File: config.mk
export PLATFORM = sky130hd
export DESIGN_NAME = bit_demux32_collector
export DESIGN_NICKNAME = d
export VERILOG_FILES = /design/src/rtl/bit_demux32_collector.sv
export SDC_FILE = /design/constraint.sdc
export NUM_CORES = 1
export LEC_CHECK = 0
export ABC_AREA = 1
export BUFFER_PORTS_ARGS = -buffer_cell sky130_fd_sc_hd__buf_2
export CAP_MARGIN = 20
export CORE_MARGIN = 3
export CORE_UTILIZATION = 45
export CTS_CLUSTER_DIAMETER = 100
export DETAILED_ROUTE_END_ITERATION = 12
export PLACE_DENSITY = 0.72
export SYNTH_ARGS = -nofsm -noshare
export SYNTH_HDL_FRONTEND = slang
export SYNTH_SLANG_ARGS = --single-unit
export TNS_END_PERCENT = 30
File: constraint.sdc
create_clock -name clock_i -period 1.45 [get_ports clock_i]
set_input_delay 0.145 -clock clock_i [delete_from_list [all_inputs] [get_ports clock_i]]
set_output_delay 0.145 -clock clock_i [all_outputs]
set_load 0.05 [all_outputs]
File: src/rtl/bit_demux32_collector.sv
// bit_demux32_collector: 1-to-WIDTH bit demultiplexer that assembles a serial bit stream into a word
// Ports:
//   clock_i      system clock, rising edge
//   clear_i      asynchronous active-low reset
//   d_i          serial data bit
//   s_i          bit select for direct write, start index for auto-collect
//   load_i       direct write word[s_i] <= d_i (IDLE only)
//   start_i      begin auto-collect at index s_i (IDLE only, wins over load_i)
//   bit_valid_i  d_i is valid this cycle (COLLECT)
//   out_ready_i  consumer accepts the held word
//   word_o       assembled word
//   out_valid_o  word complete, awaiting acceptance (HOLD)
//   busy_o       high in COLLECT or HOLD
//   idx_o        current write index
//   count_o      bits collected in the current sequence, 0..WIDTH
module bit_demux32_collector #(
    parameter int WIDTH = 32,
    parameter int SEL_W = 5
) (
    input  logic             clock_i,
    input  logic             clear_i,
    input  logic             d_i,
    input  logic [SEL_W-1:0] s_i,
    input  logic             load_i,
    input  logic             start_i,
    input  logic             bit_valid_i,
    input  logic             out_ready_i,
    output logic [WIDTH-1:0] word_o,
    output logic             out_valid_o,
    output logic             busy_o,
    output logic [SEL_W-1:0] idx_o,
    output logic [SEL_W:0]   count_o
);
    typedef enum logic [1:0] {IDLE, COLLECT, HOLD} state_e;

    state_e           state_q, state_d;
    logic [WIDTH-1:0] word_q, word_d;
    logic [SEL_W-1:0] idx_q, idx_d;
    logic [SEL_W:0]   count_q, count_d;

    always_ff @(posedge clock_i or negedge clear_i) begin
        if (!clear_i) begin
            state_q <= IDLE;
            word_q  <= '0;
            idx_q   <= '0;
            count_q <= '0;
        end else begin
            state_q <= state_d;
            word_q  <= word_d;
            idx_q   <= idx_d;
            count_q <= count_d;
        end
    end

    always_comb begin
        state_d = state_q;
        word_d  = word_q;
        idx_d   = idx_q;
        count_d = count_q;
        case (state_q)
            IDLE: begin
                if (start_i) begin
                    idx_d   = s_i;
                    count_d = '0;
                    state_d = COLLECT;
                end else if (load_i) begin
                    word_d[s_i] = d_i;
                    idx_d       = s_i;
                end
            end
            COLLECT: begin
                if (bit_valid_i) begin
                    word_d[idx_q] = d_i;
                    // index wraps naturally through the SEL_W-bit width
                    idx_d         = idx_q + SEL_W'(1);
                    count_d       = count_q + (SEL_W+1)'(1);
                    if (count_q == (SEL_W+1)'(WIDTH-1)) state_d = HOLD;
                end
            end
            HOLD: begin
                if (out_ready_i) begin
                    count_d = '0;
                    state_d = IDLE;
                end
            end
            default: state_d = IDLE;
        endcase
    end

    assign word_o      = word_q;
    assign idx_o       = idx_q;
    assign count_o     = count_q;
    // out_valid is exactly the HOLD state, so clear drops it with no edge
    assign out_valid_o = (state_q == HOLD);
    assign busy_o      = (state_q != IDLE);
endmodule

==> flow_metrics.py, run 1 <==
metrics = {
    "detailed_routing": {
        "viasPerCell": 5.573,
        "remaining_drc_errors": 0,
        "route.vias.total": 4581,
        "first_pass_iters": 5,
        "wirelength_mm": 11.89,
        "drt-initial-drc-count": 457,
        "wire_per_inst_microns": 14.46,
        "ant_nets": 0,
    },
    "setup_path": {
        "critPathRequiredTime_ns": 1.66,
        "path_delay_family": "simple AND/OR/NAND/NOR gates",
        "cp_slowest_stage_delay_ns": 0.44,
        "crit_path_end_kind": "flip-flop",
        "startpoint_type": "flip-flop",
        "path_class": "flip-flop to flip-flop",
        "crit_top_cell": "nand2_1",
        "cp.buffers_inverters": 2,
        "worstPathCellList": "buf_4 > ha_4 > nand2_4 > inv_1 > nand2_1 > nor2_2 > nor2_2 > nor2_1 > nand2_1 > nand2_1",
        "slowest_stage": "dfrtp_2",
        "critPathArrivalTime_ns": 1.65,
        "worstPathMaxFanout": 4,
    },
    "final_layout": {
        "final_common_cell": "nand2_1",
        "nets": 736,
        "fin_area_sq_mm": 0.004870,
        "diodes": 0,
        "fill_cells": 741,
        "stdcell_count": 822,
        "drive_above_1_share_pct": 23.89,
        "postLayoutCoreUtil_pct": 61.74,
        "area_delta_synth_final_pct": 30.08,
        "final_cell_mix": "nand2_1, nand3_1, nor2_1",
    },
    "timing": {
        "fin_skew_ns": 0.006247,
        "worstMarginPinSlew_ns": 0.4993,
        "fmax_mhz": 693.8,
        "rsz0062_at_grt": "yes",
        "slew_headroom_pct": 66.68,
        "drv_slew": 0,
        "finalCritPeriodShare_pct": 99.41,
        "fin_ws_ns": 0.008577,
        "setup_viol": 0,
        "report.final.hold_viol_count": 0,
        "min_period_ns": 1.441,
    },
    "clocking": {
        "clockBufferDepth": 2,
        "htreeDepth": 2,
        "numCtsBuffers": 5,
        "clock_latency_ns": 0.32,
        "cts_root_buf": "clkbuf_8",
        "cts.clk_slew.worst_paths_ns": 0.10,
        "cts_num_sinks": 45,
        "cts_tree": "done",
    },
    "logic_synthesis": {
        "synth_fp_nets": 649,
        "ys_types": 25,
        "ys_ff_latch": 45,
        "synthesis.area_sq_mm": 0.003744,
        "ys_seq_area_share_pct": 30.08,
        "synthCells": 632,
        "synth_warnings": 0,
        "avgSynthCellArea_sq_um": 5.923,
    },
    "grt": {
        "grt_max_degree": 40,
        "grt_pass1_wl_mm": 19.64,
        "grt.overflow.total": 0,
        "antenna_found_initial": 0,
        "track_usage_pct": 24.54,
        "grt_pass1_vias": 4153,
    },
    "power": {
        "power_frac_clock_pct": 7.9,
        "power_frac_comb_pct": 74.6,
        "seq_power_share_pct": 17.6,
        "power.internal_mw": 4.927,
        "p_leak_nw": 2.665,
        "power_switching_mw": 6.083,
        "p_sw_share_pct": 55.25,
        "powerDensity_mw_per_mm2": 2261,
        "peakVddDrop_mv": 1.954,
    },
    "status": {
        "outcome": "completed",
    },
    "place": {
        "pre_cts_ws_ns": -0.1427,
        "port_buffers": 56,
        "gp_congestion": 0.9112,
        "dp_hpwl_mm": 8.346,
        "dp.cells": 803,
        "place_area_sq_mm": 0.004552,
    },
    "floorplan": {
        "pin_count": 57,
        "initial_core_util_pct": 47.46,
        "rows": 32,
        "dieWidth_microns": 97.21,
        "dieArea_sq_mm": 0.009450,
        "core_sq_mm": 0.007888,
        "die_y_microns": 97.21,
    },
    "run": {
        "drv_cap": 0,
    },
    "hold_path": {
        "hold_class": "input port to flip-flop",
    },
}
## worst paths after layout
path | from | slack [ns] | cells after the start | end
worst min register to register | word_o[8]$_DFFE_PN0P_ | 0.48 | 2 | word_o[8]$_DFFE_PN0P_
min in group asynchronous | clear_i | 0.30 | 2 | word_o[3]$_DFFE_PN0P_
max in group asynchronous | clear_i | 0.46 | 3 | word_o[8]$_DFFE_PN0P_
worst min-delay path | out_ready_i | 0.18 | 3 | state_q[1]$_DFFE_PN0P_
worst max register to register | idx_o[1]$_DFFE_PN0P_ | 0.009 | 10 | word_o[23]$_DFFE_PN0P_
worst max-delay path | idx_o[1]$_DFFE_PN0P_ | 0.009 | 10 | word_o[23]$_DFFE_PN0P_
## cell families (layout without fill, tap and decap cells)
group                    after synthesis  after routing  share of synthesized area (%)
flip-flops                            45             45                          30.08
AO/OA/AOI/OAI                         56             56                          7.721
AND/OR/NAND/NOR                      448            448                          51.70
buffers and inverters                 78            166                          8.824
adder cells (fa/ha/maj)                5              5                          1.671
## registers in the layout, summed over array words and instances (netlist names)
register  flops
idx_o         5
count_o       6
word_o       32
state_q       2
## stage by stage
stage / hold WS [ns] / total power, mW / setup TNS (ns)
after floorplan: -0.1506 / 6.833 / -0.1649
after global placement: 0.1102 / 9.144 / -0.7582
after detailed placement: 0.1214 / 9.298 / -2.152
after CTS: 0.1773 / 10.27 / -0.07863
after global routing: 0.2036 / 11.83 / -2.029
final: 0.1832 / 11.01 / 0
## area by class of cell
cell class | count | area (sq um) | area share (%)
Sequential cell | 45 | 1135 | 23.30
Tap cell | 102 | 127.6 | 2.621
Clock buffer | 5 | 68.82 | 1.413
Multi-Input combinational cell | 509 | 2429 | 49.87
Clock inverter | 3 | 21.27 | 0.4368
Inverter | 39 | 148.9 | 3.058
Timing Repair Buffer | 119 | 939.7 | 19.30
## power by group through the flow
stage	clock network, mW	registers [mW]	logic (mW)
final	0.868	1.93	8.21
after global routing	0.939	1.99	8.91
after CTS	0.881	1.94	7.45
after detailed placement	0	1.95	7.34
after global placement	0	1.94	7.20
after floorplan	0	2.79	4.04
## repair_timing
item	4_1_cts	5_1_grt
pin swaps	0	4
hold buffers	1	0
endpoints found under the setup margin	42	46
buffers inserted	0	9
hold endpoints to repair	16	0
resized for setup	7	33
gates cloned	0	1
## worst reg2reg max path: stages (launching register included)
cell	delay [ns]
dfrtp_2	0.44
buf_4	0.15
ha_4	0.17
nand2_4	0.08
inv_1	0.06
nand2_1	0.08
nor2_2	0.04
nor2_2	0.15
nor2_1	0.06
nand2_1	0.05
nand2_1	0.05
## layer usage
layer	global-route usage (%)	vias up	share of wire, %
li1	-	2249	-
met1	34.51	2111	46
met2	38.91	196	46
met3	3.374	25	6.0
met4	8.094	0	2.5
met5	0	-	0
## synthesized netlist by cell type (all sizes together)
library cell  number  share of area [%]
nor3               5               0.67
nand3             98                 13
a21oi             13                1.8
clkinv             1               0.10
nand2            236                 24
nor2              70                7.6
nand4             38                6.4
inv               38                3.8
clkbuf            14                1.4
o21ai             42                5.6
o211a              1               0.27
or2                1               0.17
ha                 5                1.7
buf               25                3.5
dfrtp             45                 30
(Power assumes the default switching activity.)
==> run 2, diff against run 1 <==
==> constraint.sdc (replaced) <==
create_clock -name clock_i -period 1.2 [get_ports clock_i]
set_input_delay 0.12 -clock clock_i [delete_from_list [all_inputs] [get_ports clock_i]]
set_output_delay 0.12 -clock clock_i [all_outputs]
set_load 0.05 [all_outputs]
==> run 2 against run 1 <==
Compared with the run above:
- the run now ends with negative setup slack left
- die area did not move
- design area rose by 9.5%
- routed wire length rose by 3.2%
- worst setup slack got worse by 0.30 ns
- global-route usage rose by 1.3 points
- non-clock buffer count rose by 36
- clock power rose by 47%
- core utilization rose by 5.9 points
- combinational power rose by 33%
- highest routed layer unchanged
==> flow_metrics.py, run 2 (same netlist as run 1, synthesis figures left out) <==
metrics = {
    "final_layout": {
        "seq_area_sq_mm": 0.001142,
        "diodes": 0,
        "multi_input_area_sq_mm": 0.002494,
        "nets": 772,
        "fin_area_sq_mm": 0.005331,
        "final_common_cell": "nand2_1",
        "largest_reg_flops": 32,
        "fill_cells": 682,
        "area_delta_synth_final_pct": 42.41,
        "final_cell_mix": "nand2_1, nand3_1, buf_4",
        "postLayoutCoreUtil_pct": 67.59,
        "drive_above_1_share_pct": 29.89,
    },
    "clocking": {
        "htreeDepth": 2,
        "cts_num_sinks": 45,
        "clock_latency_ns": 0.31,
        "cts_root_buf": "clkbuf_8",
        "cts.clk_slew.worst_paths_ns": 0.09,
        "numCtsBuffers": 5,
        "clockBufferDepth": 2,
        "cts_tree": "done",
    },
    "detailed_routing": {
        "remaining_drc_errors": 0,
        "viasPerCell": 5.423,
        "ant_nets": 0,
        "wire_per_inst_microns": 14.30,
        "drt-initial-drc-count": 406,
        "first_pass_iters": 5,
        "route.vias.total": 4653,
        "wirelength_mm": 12.27,
    },
    "place": {
        "gp_congestion": 0.9059,
        "dp_hpwl_mm": 8.490,
        "pre_cts_ws_ns": -0.2783,
        "place_area_sq_mm": 0.004900,
        "port_buffers": 56,
    },
    "timing": {
        "setup_viol": 51,
        "fin_skew_ns": 0.009633,
        "min_period_ns": 1.489,
        "report.final.hold_viol_count": 0,
        "fmax_mhz": 671.4,
        "fin_ws_ns": -0.2894,
        "rsz0062_at_grt": "yes",
        "fin_tns_setup_ns": -8.949,
        "finalCritPeriodShare_pct": 124.1,
        "slew_headroom_pct": 72.43,
        "worstMarginPinSlew_ns": 0.4123,
        "drv_slew": 0,
    },
    "grt": {
        "grt.busiest_layer": "met2",
        "antenna_found_initial": 0,
        "use_met3_pct": 4.020,
        "grt_util_met2_pct": 41.61,
        "grt_pass1_vias": 4343,
        "grt.overflow.total": 0,
        "track_usage_pct": 25.86,
        "grt_pass1_wl_mm": 20.40,
        "grt_max_degree": 46,
        "gr-usage-met1_pct": 34.71,
    },
    "setup_path": {
        "worstPathMaxFanout": 7,
        "slowest_stage": "dfrtp_4",
        "startpoint_type": "flip-flop",
        "crit_path_end_kind": "flip-flop",
        "cp.buffers_inverters": 2,
        "path_class": "flip-flop to flip-flop",
        "cp_slowest_stage_delay_ns": 0.53,
        "critPathRequiredTime_ns": 1.40,
        "worstPathCellList": "buf_4 > ha_4 > buf_6 > nand2_1 > nand2_1 > nand2_1 > nor2_1 > nand2_1 > nand2_1",
        "critPathArrivalTime_ns": 1.69,
        "path_delay_family": "flip-flops",
        "crit_top_cell": "nand2_1",
    },
    "status": {
        "outcome": "complete, but fails checks",
        "violations": "negative setup slack",
    },
    "power": {
        "peakVddDrop_mv": 2.041,
        "totalPowerFinal_mw": 14.49,
        "p_leak_nw": 2.884,
        "powerDensity_mw_per_mm2": 2718,
    },
    "floorplan": {
        "rows": 32,
        "pin_count": 57,
        "die_y_microns": 97.21,
        "initial_core_util_pct": 47.46,
        "dieArea_sq_mm": 0.009450,
        "core_sq_mm": 0.007888,
        "dieWidth_microns": 97.21,
    },
    "hold_path": {
        "hold_class": "input port to flip-flop",
    },
    "run": {
        "drv_cap": 0,
    },
}
## run 2: changes by cell type in the layout (fill, tap and decap cells not counted), moves of 4 or more
cell,before,now
buf_4,48,76
buf_2,54,46
buf_6,3,15
o21ai_0,33,17
nand3_1,95,88
buf_8,0,5
nand3_2,3,10
nand2_1,228,224
o21ai_1,6,22
## run 2: what timing repair did
item / 4_1_cts / 5_1_grt
setup endpoints to repair: 55 / 57
resized for setup: 45 / 52
hold buffers: 1 / 0
setup buffers: 4 / 3
endpoints found under the hold margin: 45 / 0
pin swaps: 5 / 12
## run 2: worst reg2reg max path, cell delays in order (launching register included)
cell and delay (ns):
dfrtp_4 0.53, buf_4 0.16, ha_4 0.20, buf_6 0.15, nand2_1 0.07, nand2_1 0.05, nand2_1 0.08, nor2_1 0.05
nand2_1 0.05, nand2_1 0.05
## run 2: worst paths after layout
path / from / to / slack, ns / cells past startpoint
min reg2reg: word_o[7]$_DFFE_PN0P_ / word_o[7]$_DFFE_PN0P_ / 0.48 / 2
min in group asynchronous: clear_i / word_o[24]$_DFFE_PN0P_ / 0.31 / 3
max reg2reg: idx_o[1]$_DFFE_PN0P_ / word_o[26]$_DFFE_PN0P_ / -0.29 / 9
min: s_i[0] / idx_o[0]$_DFFE_PN0P_ / 0.26 / 5
max in group asynchronous: clear_i / idx_o[1]$_DFFE_PN0P_ / 0.62 / 3
max: idx_o[1]$_DFFE_PN0P_ / word_o[26]$_DFFE_PN0P_ / -0.29 / 9
## run 2: power by group
group          internal, mW  total (mW)  switching (mW)
Sequential             1.92        2.33           0.404
Clock                 0.681        1.28           0.598
Combinational          4.22        10.9            6.67
Total                  6.82        14.5            7.67
## run 2: metal layers
metal / share of wire (%) / up-vias
met5: 0 / -
met4: 3.4 / 0
met3: 7.0 / 40
met2: 47 / 189
met1: 43 / 2106
li1: - / 2318
## run 2: final cells by class
cell class | instances | share of cell area [%]
flip-flops and latches | 45 | 21.43
clock buffers | 7 | 1.619
repair buffers | 155 | 24.29
well taps | 102 | 2.394
inverters | 39 | 2.934
multi-input cells | 509 | 46.77
clock inverters | 1 | 0.5632
## run 2: metrics by stage
stage               cells  hold slack (ns)
floorplan             632          -0.1756
global placement      842           0.1241
detailed placement    842           0.1267
CTS                   855           0.2438
global route          858           0.2744
finish                858           0.2588
